### src/rtl/vga_pkg.sv
// Shared VGA timing constants, frame-buffer sizing and types for the
// VRAM arbiter slice.
package vga_pkg;
  localparam int H_START = 144;
  localparam int V_START = 31;
  localparam int H_CELLS = 160;
  localparam int V_CELLS = 120;
  localparam int DEPTH   = 19200;

  localparam int H_TOTAL = 800;
  localparam int V_TOTAL = 521;

  localparam int XW = 10;
  localparam int AW = 15;
  localparam int DW = 8;

  typedef logic [DW-1:0] rgb332_t;

  typedef enum logic [1:0] {
    ST_BLANK = 2'd0,
    ST_HIDLE = 2'd1,
    ST_FETCH = 2'd2
  } arb_state_t;
endpackage

### src/rtl/vram_arbiter_if.sv
// Writer request channel and single-port RAM bus shared by the arbiter
// (slave) and the writer/RAM side (master).
interface vram_arbiter_if;
  import vga_pkg::*;

  // Writer handshake: wr_req is valid and wr_addr/wr_data stay stable until
  // a cycle with wr_ack=1; that cycle completes the transfer (or drops it if
  // the address is out of range). wr_ack is combinational from wr_req.
  logic          wr_req;
  logic [AW-1:0] wr_addr;
  rgb332_t       wr_data;
  logic          wr_ack;

  logic [AW-1:0] mem_addr;
  logic          mem_we;
  rgb332_t       mem_wdata;
  rgb332_t       mem_rdata;

  modport master (
    output wr_req, wr_addr, wr_data, mem_rdata,
    input  wr_ack, mem_addr, mem_we, mem_wdata
  );

  modport slave (
    input  wr_req, wr_addr, wr_data, mem_rdata,
    output wr_ack, mem_addr, mem_we, mem_wdata
  );
endinterface

### src/rtl/vram_fetch_addr.sv
// Display-fetch address generation: 4-cycle slot phase, column counter and
// an incrementally stepped row base (one cell row per 4 visible lines).
module vram_fetch_addr import vga_pkg::*; #(
  parameter int H_CELLS = vga_pkg::H_CELLS
) (
  input  logic          clk_i,
  input  logic          rst_i,
  input  logic          in_fetch_i,
  input  logic          fetch_next_i,
  input  logic          row_done_i,
  input  logic          row_clear_i,
  output logic [1:0]    phase_o,
  output logic [AW-1:0] disp_addr_o
);
  logic [1:0]    phase_q, phase_d;
  logic [1:0]    line_q, line_d;
  logic [7:0]    col_q, col_d;
  logic [AW-1:0] row_base_q, row_base_d;

  always_comb begin
    phase_d    = '0;
    col_d      = '0;
    row_base_d = row_base_q;
    line_d     = line_q;
    // Entering the fetch window restarts at phase 0 / column 0.
    if (fetch_next_i && in_fetch_i) begin
      phase_d = phase_q + 2'd1;
      col_d   = (phase_q == 2'd3) ? col_q + 8'd1 : col_q;
    end
    if (row_clear_i) begin
      row_base_d = '0;
      line_d     = '0;
    end else if (row_done_i) begin
      line_d = line_q + 2'd1;
      if (line_q == 2'd3) row_base_d = row_base_q + AW'(H_CELLS);
    end
  end

  always_ff @(posedge clk_i or posedge rst_i) begin
    if (rst_i) begin
      phase_q    <= '0;
      col_q      <= '0;
      line_q     <= '0;
      row_base_q <= '0;
    end else begin
      phase_q    <= phase_d;
      col_q      <= col_d;
      line_q     <= line_d;
      row_base_q <= row_base_d;
    end
  end

  assign phase_o     = phase_q;
  assign disp_addr_o = row_base_q + {{(AW-8){1'b0}}, col_q};
endmodule

### src/rtl/vram_arbiter.sv
// Shares one single-port frame-buffer RAM between the VGA display fetch
// (phase 0 of each 4-pixel cell) and an external writer (all other cycles).
module vram_arbiter import vga_pkg::*; #(
  parameter int H_START = vga_pkg::H_START,
  parameter int V_START = vga_pkg::V_START,
  parameter int H_CELLS = vga_pkg::H_CELLS,
  parameter int V_CELLS = vga_pkg::V_CELLS,
  parameter int DEPTH   = vga_pkg::DEPTH
) (
  input  logic          new_clk_25,
  input  logic          reset,
  input  logic [XW-1:0] xpos,
  input  logic [XW-1:0] ypos,
  vram_arbiter_if.slave bus,
  input  logic          err_clr,
  output rgb332_t       rgb,
  output logic          vblank,
  output logic          frame_start,
  output logic          addr_err,
  output arb_state_t    dbg_state_o
);
  localparam int H_VIS = 4 * H_CELLS;
  localparam int V_VIS = 4 * V_CELLS;
  localparam logic [XW-1:0] X_VIS_LO   = XW'(H_START);
  localparam logic [XW-1:0] X_VIS_HI   = XW'(H_START + H_VIS - 1);
  localparam logic [XW-1:0] X_FETCH_LO = XW'(H_START - 2);
  localparam logic [XW-1:0] X_FETCH_HI = XW'(H_START + H_VIS - 4);
  localparam logic [XW-1:0] Y_VIS_LO   = XW'(V_START);
  localparam logic [XW-1:0] Y_VIS_HI   = XW'(V_START + V_VIS - 1);
  localparam logic [XW-1:0] X_LAST     = XW'(H_TOTAL - 1);
  localparam logic [XW-1:0] Y_LAST     = XW'(V_TOTAL - 1);
  localparam logic [AW-1:0] DEPTH_A    = AW'(DEPTH);

  arb_state_t    state_q, state_d;
  rgb332_t       pixel_q, pixel_d;
  logic          addr_err_q, addr_err_d;
  logic          frame_start_q, frame_start_d;
  logic          line_end, row_vis_n, row_vis, col_vis;
  logic [XW-1:0] nx, ny;
  logic [1:0]    phase;
  logic [AW-1:0] disp_addr;
  logic          disp_slot, wr_ok;

  // The state register holds the class of the current pixel, so next state
  // is derived from the following raster position.
  assign line_end  = (xpos == X_LAST);
  assign nx        = line_end ? '0 : xpos + 10'd1;
  assign ny        = line_end ? ((ypos == Y_LAST) ? '0 : ypos + 10'd1) : ypos;
  assign row_vis_n = (ny >= Y_VIS_LO) && (ny <= Y_VIS_HI);
  assign row_vis   = (ypos >= Y_VIS_LO) && (ypos <= Y_VIS_HI);
  assign col_vis   = (xpos >= X_VIS_LO) && (xpos <= X_VIS_HI);

  // BLANK is only left at the first visible line, which keeps row_base in
  // step with the frame after a reset released mid-frame.
  always_comb begin
    state_d = state_q;
    case (state_q)
      ST_BLANK: if (nx == '0 && ny == Y_VIS_LO) state_d = ST_HIDLE;
      ST_HIDLE, ST_FETCH: begin
        if (!row_vis_n)                                 state_d = ST_BLANK;
        else if (nx >= X_FETCH_LO && nx <= X_FETCH_HI)  state_d = ST_FETCH;
        else                                            state_d = ST_HIDLE;
      end
      default: state_d = ST_BLANK;
    endcase
  end

  always_comb begin
    disp_slot     = (state_q == ST_FETCH) && (phase == 2'd0);
    wr_ok         = (bus.wr_addr < DEPTH_A);
    bus.wr_ack    = !reset && bus.wr_req && !disp_slot;
    bus.mem_we    = bus.wr_ack && wr_ok;
    bus.mem_addr  = '0;
    bus.mem_wdata = '0;
    if (disp_slot) begin
      bus.mem_addr = disp_addr;
    end else if (bus.mem_we) begin
      bus.mem_addr  = bus.wr_addr;
      bus.mem_wdata = bus.wr_data;
    end
    pixel_d       = (state_q == ST_FETCH && phase == 2'd1) ? bus.mem_rdata : pixel_q;
    addr_err_d    = (bus.wr_ack && !wr_ok) || (addr_err_q && !err_clr);
    frame_start_d = (xpos == '0) && (ypos == '0);
    rgb           = (!reset && row_vis && col_vis && state_q != ST_BLANK) ? pixel_q : '0;
    vblank        = !row_vis;
  end

  always_ff @(posedge new_clk_25 or posedge reset) begin
    if (reset) begin
      state_q       <= ST_BLANK;
      pixel_q       <= '0;
      addr_err_q    <= 1'b0;
      frame_start_q <= 1'b0;
    end else begin
      state_q       <= state_d;
      pixel_q       <= pixel_d;
      addr_err_q    <= addr_err_d;
      frame_start_q <= frame_start_d;
    end
  end

  vram_fetch_addr #(.H_CELLS(H_CELLS)) u_fetch_addr (
    .clk_i        (new_clk_25),
    .rst_i        (reset),
    .in_fetch_i   (state_q == ST_FETCH),
    .fetch_next_i (state_d == ST_FETCH),
    .row_done_i   (state_q != ST_BLANK && line_end && row_vis_n),
    .row_clear_i  (state_d == ST_BLANK),
    .phase_o      (phase),
    .disp_addr_o  (disp_addr)
  );

  assign addr_err    = addr_err_q;
  assign frame_start = frame_start_q;
  assign dbg_state_o = state_q;
endmodule

### src/flat_wrapper.sv
// flat-port wrapper written by rule: the top's interface ports become plain ports
module vram_arbiter_flat import vga_pkg::*;
#(
  parameter int H_START = vga_pkg::H_START,
  parameter int V_START = vga_pkg::V_START,
  parameter int H_CELLS = vga_pkg::H_CELLS,
  parameter int V_CELLS = vga_pkg::V_CELLS,
  parameter int DEPTH   = vga_pkg::DEPTH
)
  (new_clk_25, reset, xpos, ypos, err_clr, rgb, vblank, frame_start, addr_err, dbg_state_o, bus_wr_req, bus_wr_addr, bus_wr_data, bus_mem_rdata, bus_wr_ack, bus_mem_addr, bus_mem_we, bus_mem_wdata);
  vram_arbiter_if bus_i ();
  input  logic new_clk_25;
  input  logic reset;
  input  logic [XW-1:0] xpos;
  input  logic [XW-1:0] ypos;
  input  logic err_clr;
  output rgb332_t rgb;
  output logic vblank;
  output logic frame_start;
  output logic addr_err;
  output arb_state_t dbg_state_o;
  input wire logic [$bits(bus_i.wr_req)-1:0] bus_wr_req;
  input wire logic [$bits(bus_i.wr_addr)-1:0] bus_wr_addr;
  input wire logic [$bits(bus_i.wr_data)-1:0] bus_wr_data;
  input wire logic [$bits(bus_i.mem_rdata)-1:0] bus_mem_rdata;
  output wire logic [$bits(bus_i.wr_ack)-1:0] bus_wr_ack;
  output wire logic [$bits(bus_i.mem_addr)-1:0] bus_mem_addr;
  output wire logic [$bits(bus_i.mem_we)-1:0] bus_mem_we;
  output wire logic [$bits(bus_i.mem_wdata)-1:0] bus_mem_wdata;
  assign bus_i.wr_req = bus_wr_req;
  assign bus_i.wr_addr = bus_wr_addr;
  assign bus_i.wr_data = bus_wr_data;
  assign bus_i.mem_rdata = bus_mem_rdata;
  assign bus_wr_ack = bus_i.wr_ack;
  assign bus_mem_addr = bus_i.mem_addr;
  assign bus_mem_we = bus_i.mem_we;
  assign bus_mem_wdata = bus_i.mem_wdata;
  vram_arbiter #(.H_START(H_START), .V_START(V_START), .H_CELLS(H_CELLS), .V_CELLS(V_CELLS), .DEPTH(DEPTH)) u_core (.new_clk_25(new_clk_25), .reset(reset), .xpos(xpos), .ypos(ypos), .bus(bus_i), .err_clr(err_clr), .rgb(rgb), .vblank(vblank), .frame_start(frame_start), .addr_err(addr_err), .dbg_state_o(dbg_state_o));
endmodule
### config.mk
export PLATFORM = sky130hd
export DESIGN_NAME = vram_arbiter_flat
export DESIGN_NICKNAME = d
export VERILOG_FILES = /design/src/rtl/vga_pkg.sv /design/src/rtl/vram_arbiter_if.sv /design/src/rtl/vram_fetch_addr.sv /design/src/rtl/vram_arbiter.sv /design/src/flat_wrapper.sv
export SDC_FILE = /design/constraint.sdc
export NUM_CORES = 1
export LEC_CHECK = 0
export ABC_AREA = 1
export ABC_CLOCK_PERIOD_IN_PS = 3200
export BUFFER_PORTS_ARGS = -buffer_cell sky130_fd_sc_hd__buf_2
export CAP_MARGIN = 20
export CORE_ASPECT_RATIO = 0.9
export CORE_MARGIN = 10
export CORE_UTILIZATION = 25
export CTS_CLUSTER_SIZE = 8
export DETAILED_ROUTE_END_ITERATION = 10
export MAX_ROUTING_LAYER = met4
export PLACE_DENSITY = 0.51
export SYNTH_ARGS = -nofsm -noshare
export SYNTH_HDL_FRONTEND = slang
export SYNTH_HIERARCHICAL = 1
export SYNTH_SLANG_ARGS = --single-unit
### constraint.sdc
create_clock -name new_clk_25 -period 3.2 [get_ports new_clk_25]
set_input_delay 0.64 -clock new_clk_25 [delete_from_list [all_inputs] [get_ports new_clk_25]]
set_output_delay 0.64 -clock new_clk_25 [all_outputs]
set_load 0.01 [all_outputs]
==> results_dict.tcl <==
set metrics [dict create \
    status "finished, final reports clean" \
    worst_clock_skew_ns 0.00259 \
    portBuffers 92 \
    num_vias 3389 \
    syn_avg_cell_area_um2 6.30 \
    drv_cap 0 \
    holdWs_ns 0.464 \
    multi_input_area_um2 1990 \
    regArea_um2 851 \
    power.total_mw 1.65 \
    area_growth_pct 26.8 \
    synth_cell_types 38 \
    synthXorXnorAreaFrac 0.0246 \
    rsz0062_at_grt "no" \
    core_um2 12600 \
    clk_pin_slew_ns 0.06 \
    clkSinkCount 34 \
    startpoint_type "flip-flop" \
    yosysMostFrequentCell "nand2_1" \
    route.detailed.drc 0 \
    yosysTopAreaCell "dfrtp_1" \
    synthCells 508 \
    r2r_slack_ns 1.26 \
    fp.dieH_um 127 \
    cts_root_buf "clkbuf_16" \
    r2r-start "u_core/dbg_state_o[0]" \
    die_area_um2 17700 \
    worstSkewPairLatency_ns 0.28 \
    period_minus_slack_ns 2.95 \
    criticalPathCategory "reg -> out" \
    synth_simple_gate_area_frac 0.415 \
    netlist.area_leader.share 0.266 \
    io_pins 93 \
    finalSetupViolCount 0 \
    netlist_area_um2 3200 \
    grt_max_degree 23 \
    cts_buffers 5 \
    finalMaxSlewViolations 0 \
    drive_above_1_share 0.235 \
    yosys-top-cells-count "132 x nand2_1, 83 x inv_1, 80 x nor2_1, 38 x nand3_1, 34 x dfrtp_1" \
    max_slew.worst_pin.slew_ns 0.865 \
    antenna_found_initial 0 \
    hold_viol 0 \
    grt.overflow.total 0 \
    seq_area_frac_synth 0.266 \
    synth_top_family_by_area "simple AND/OR/NAND/NOR gates" \
    power_density_nw_per_um2 407 \
    drtIter0Drc 176 \
    antenna_cells 0 \
    hold_class "in -> async" \
    setup.worst_path.start "u_core/dbg_state_o[0]" \
    yosys.area_share.adder 0.0625 \
    synth-main-ff-cell "dfrtp_1" \
    postSynth.asyncResetShare 1.00 \
    floorplan.initialDensity 0.253 \
    pre_cts_slack_ns 0.0635 \
    fin_tns_setup_ns 0 \
    die_width_um 139 \
    dp_hpwl_mm 7.99 \
    worstSetupEndpointType "primary output" \
    wl_mm 9.64 \
    final.setup.worst_slack_ns 0.255 \
    layout.nets 678 \
    wire_per_inst_um 12.5 \
    hold_buffers 0 \
    synth_compound_area_frac 0.115 \
    grt_pass1_vias 3365 \
    cellLeakagePower_nw 2.26 \
    fmax_mhz 340 \
    ys_warn_count 6 \
    synth_nets 579 \
    cts_tree "built" \
    place.gp.congestion 0.839 \
    ant_nets 0 \
    critPathMaxFanout 13 \
    clock_path_buffers 2 \
    gr-usage-all-layers 0.108 \
    ys_seq_elements 34 \
    rows 39 \
    fin_crit_sh 0.920 \
    dr.pass1.iters 4 \
    yosys-top-cells-area "dfrtp_1 27%, nand2_1 15%, inv_1 9.7%" \
    fill_cells 1363 \
    vias_per_cell 4.39 \
    grt_pass1_wl_mm 16.2 \
    synthMuxAreaShare 0 \
    peakVddDrop_mv 0.214 \
    synth_enable_flop_cells 0 \
    relSlewSlack 0.422 \
    required_ns 2.56 \
    crit_arrival_ns 2.31 \
    htree_levels 2 \
]
-- worst max-delay path, stage by stage, from the launching register on --
cell and delay [ns]:
dfrtp_1 0.43, inv_1 0.14, ha_1 0.18, inv_1 0.06, nor3_2 0.15, inv_1 0.06
nand3_1 0.09, inv_1 0.07, nand2_2 0.20, clkinvlp_4 0.12, buf_4 0.19, a22o_1 0.19
buf_2 0.14
-- cells in the final DEF, fill, tap and decap left out, types with 3 or more instances in the layout --
cell,instances
nand2_4,4
nand2_1,131
inv_1,82
nand3_2,3
nand4_1,9
xnor2_1,3
o211ai_1,3
clkbuf_16,5
xor2_1,6
nor2_4,3
nor3_1,6
nand2_2,7
buf_4,10
nand3_1,37
a22o_1,12
o21ai_0,11
ha_1,16
nor2_1,80
a21oi_1,18
buf_2,92
nor2_2,8
o21bai_1,4
dfrtp_1,34
-- sequential cells by signal, indices dropped and copies added (netlist names) --
name                            flops
u_core/addr_err                     1
u_core/u_fetch_addr/phase_o         2
u_core/u_fetch_addr/line_q          2
u_core/u_fetch_addr/col_q           8
u_core/u_fetch_addr/row_base_q     10
u_core/dbg_state_o                  2
u_core/pixel_q                      8
u_core/frame_start                  1
-- where the power goes --
part	switching (mW)	total (mW)	internal (mW)
Clock	0.190	0.498	0.308
Combinational	0.395	0.623	0.229
Sequential	0.0322	0.528	0.496
Total	0.617	1.65	1.03
-- path summary, 6_finish.rpt --
| check | end | cells after the start |
|---|---|---|
| worst max-delay path | bus_mem_addr[8] | 12 |
| worst min-delay path | u_core/dbg_state_o[1] | 3 |
| worst max register to register | u_core/u_fetch_addr/row_base_q[14] | 14 |
| worst min register to register | u_core/pixel_q[4] | 2 |
| max in group asynchronous | u_core/u_fetch_addr/row_base_q[7] | 2 |
| min in group new_clk_25 | u_core/pixel_q[4] | 2 |
-- per-layer routing --
| metal | vias to the layer above | GRT usage | share of wire |
|---|---|---|---|
| met5 | - | - | 0 |
| met3 | 6 | 0.0126 | 0.032 |
| met1 | 1524 | 0.129 | 0.46 |
| met2 | 63 | 0.188 | 0.50 |
| li1 | 1796 | - | - |
| met4 | 0 | 0.0325 | 0.014 |
-- kinds of logic (layout without fill, tap and decap cells) --
group | after synthesis | in the layout
AOI/OAI and AO/OA | 57 | 57
xor gates and xnor gates | 9 | 9
adders and majority gates | 16 | 16
buffers and inverters | 95 | 195
DFF | 34 | 34
other | 1 | 1
and+or+nand+nor | 296 | 296
-- per-stage QoR --
stage                     utilization  instances  cell area (um2)
after floorplan                     -        508             3200
after global placement          0.308        763             3890
after detailed placement        0.308        763             3890
after CTS                       0.320        771             4040
after global routing            0.321        772             4060
final                           0.321        772             4060
-- what timing repair did --
action                     in CTS  in global routing
setup buffers                   0                  1
resized for setup               0                  3
hold endpoints to repair        0                  0
setup endpoints to repair       0                 13
-- area by class of cell --
class                      instances  share of cell area
clock buffer                       6              0.0342
clock inverter                     2             0.00308
timing repair buffer             102               0.132
inverter                          85              0.0796
tap                              164              0.0506
sequential                        34               0.210
multi-input combinational        379               0.491
No activity file was read; power rests on OpenSTA's default activity.
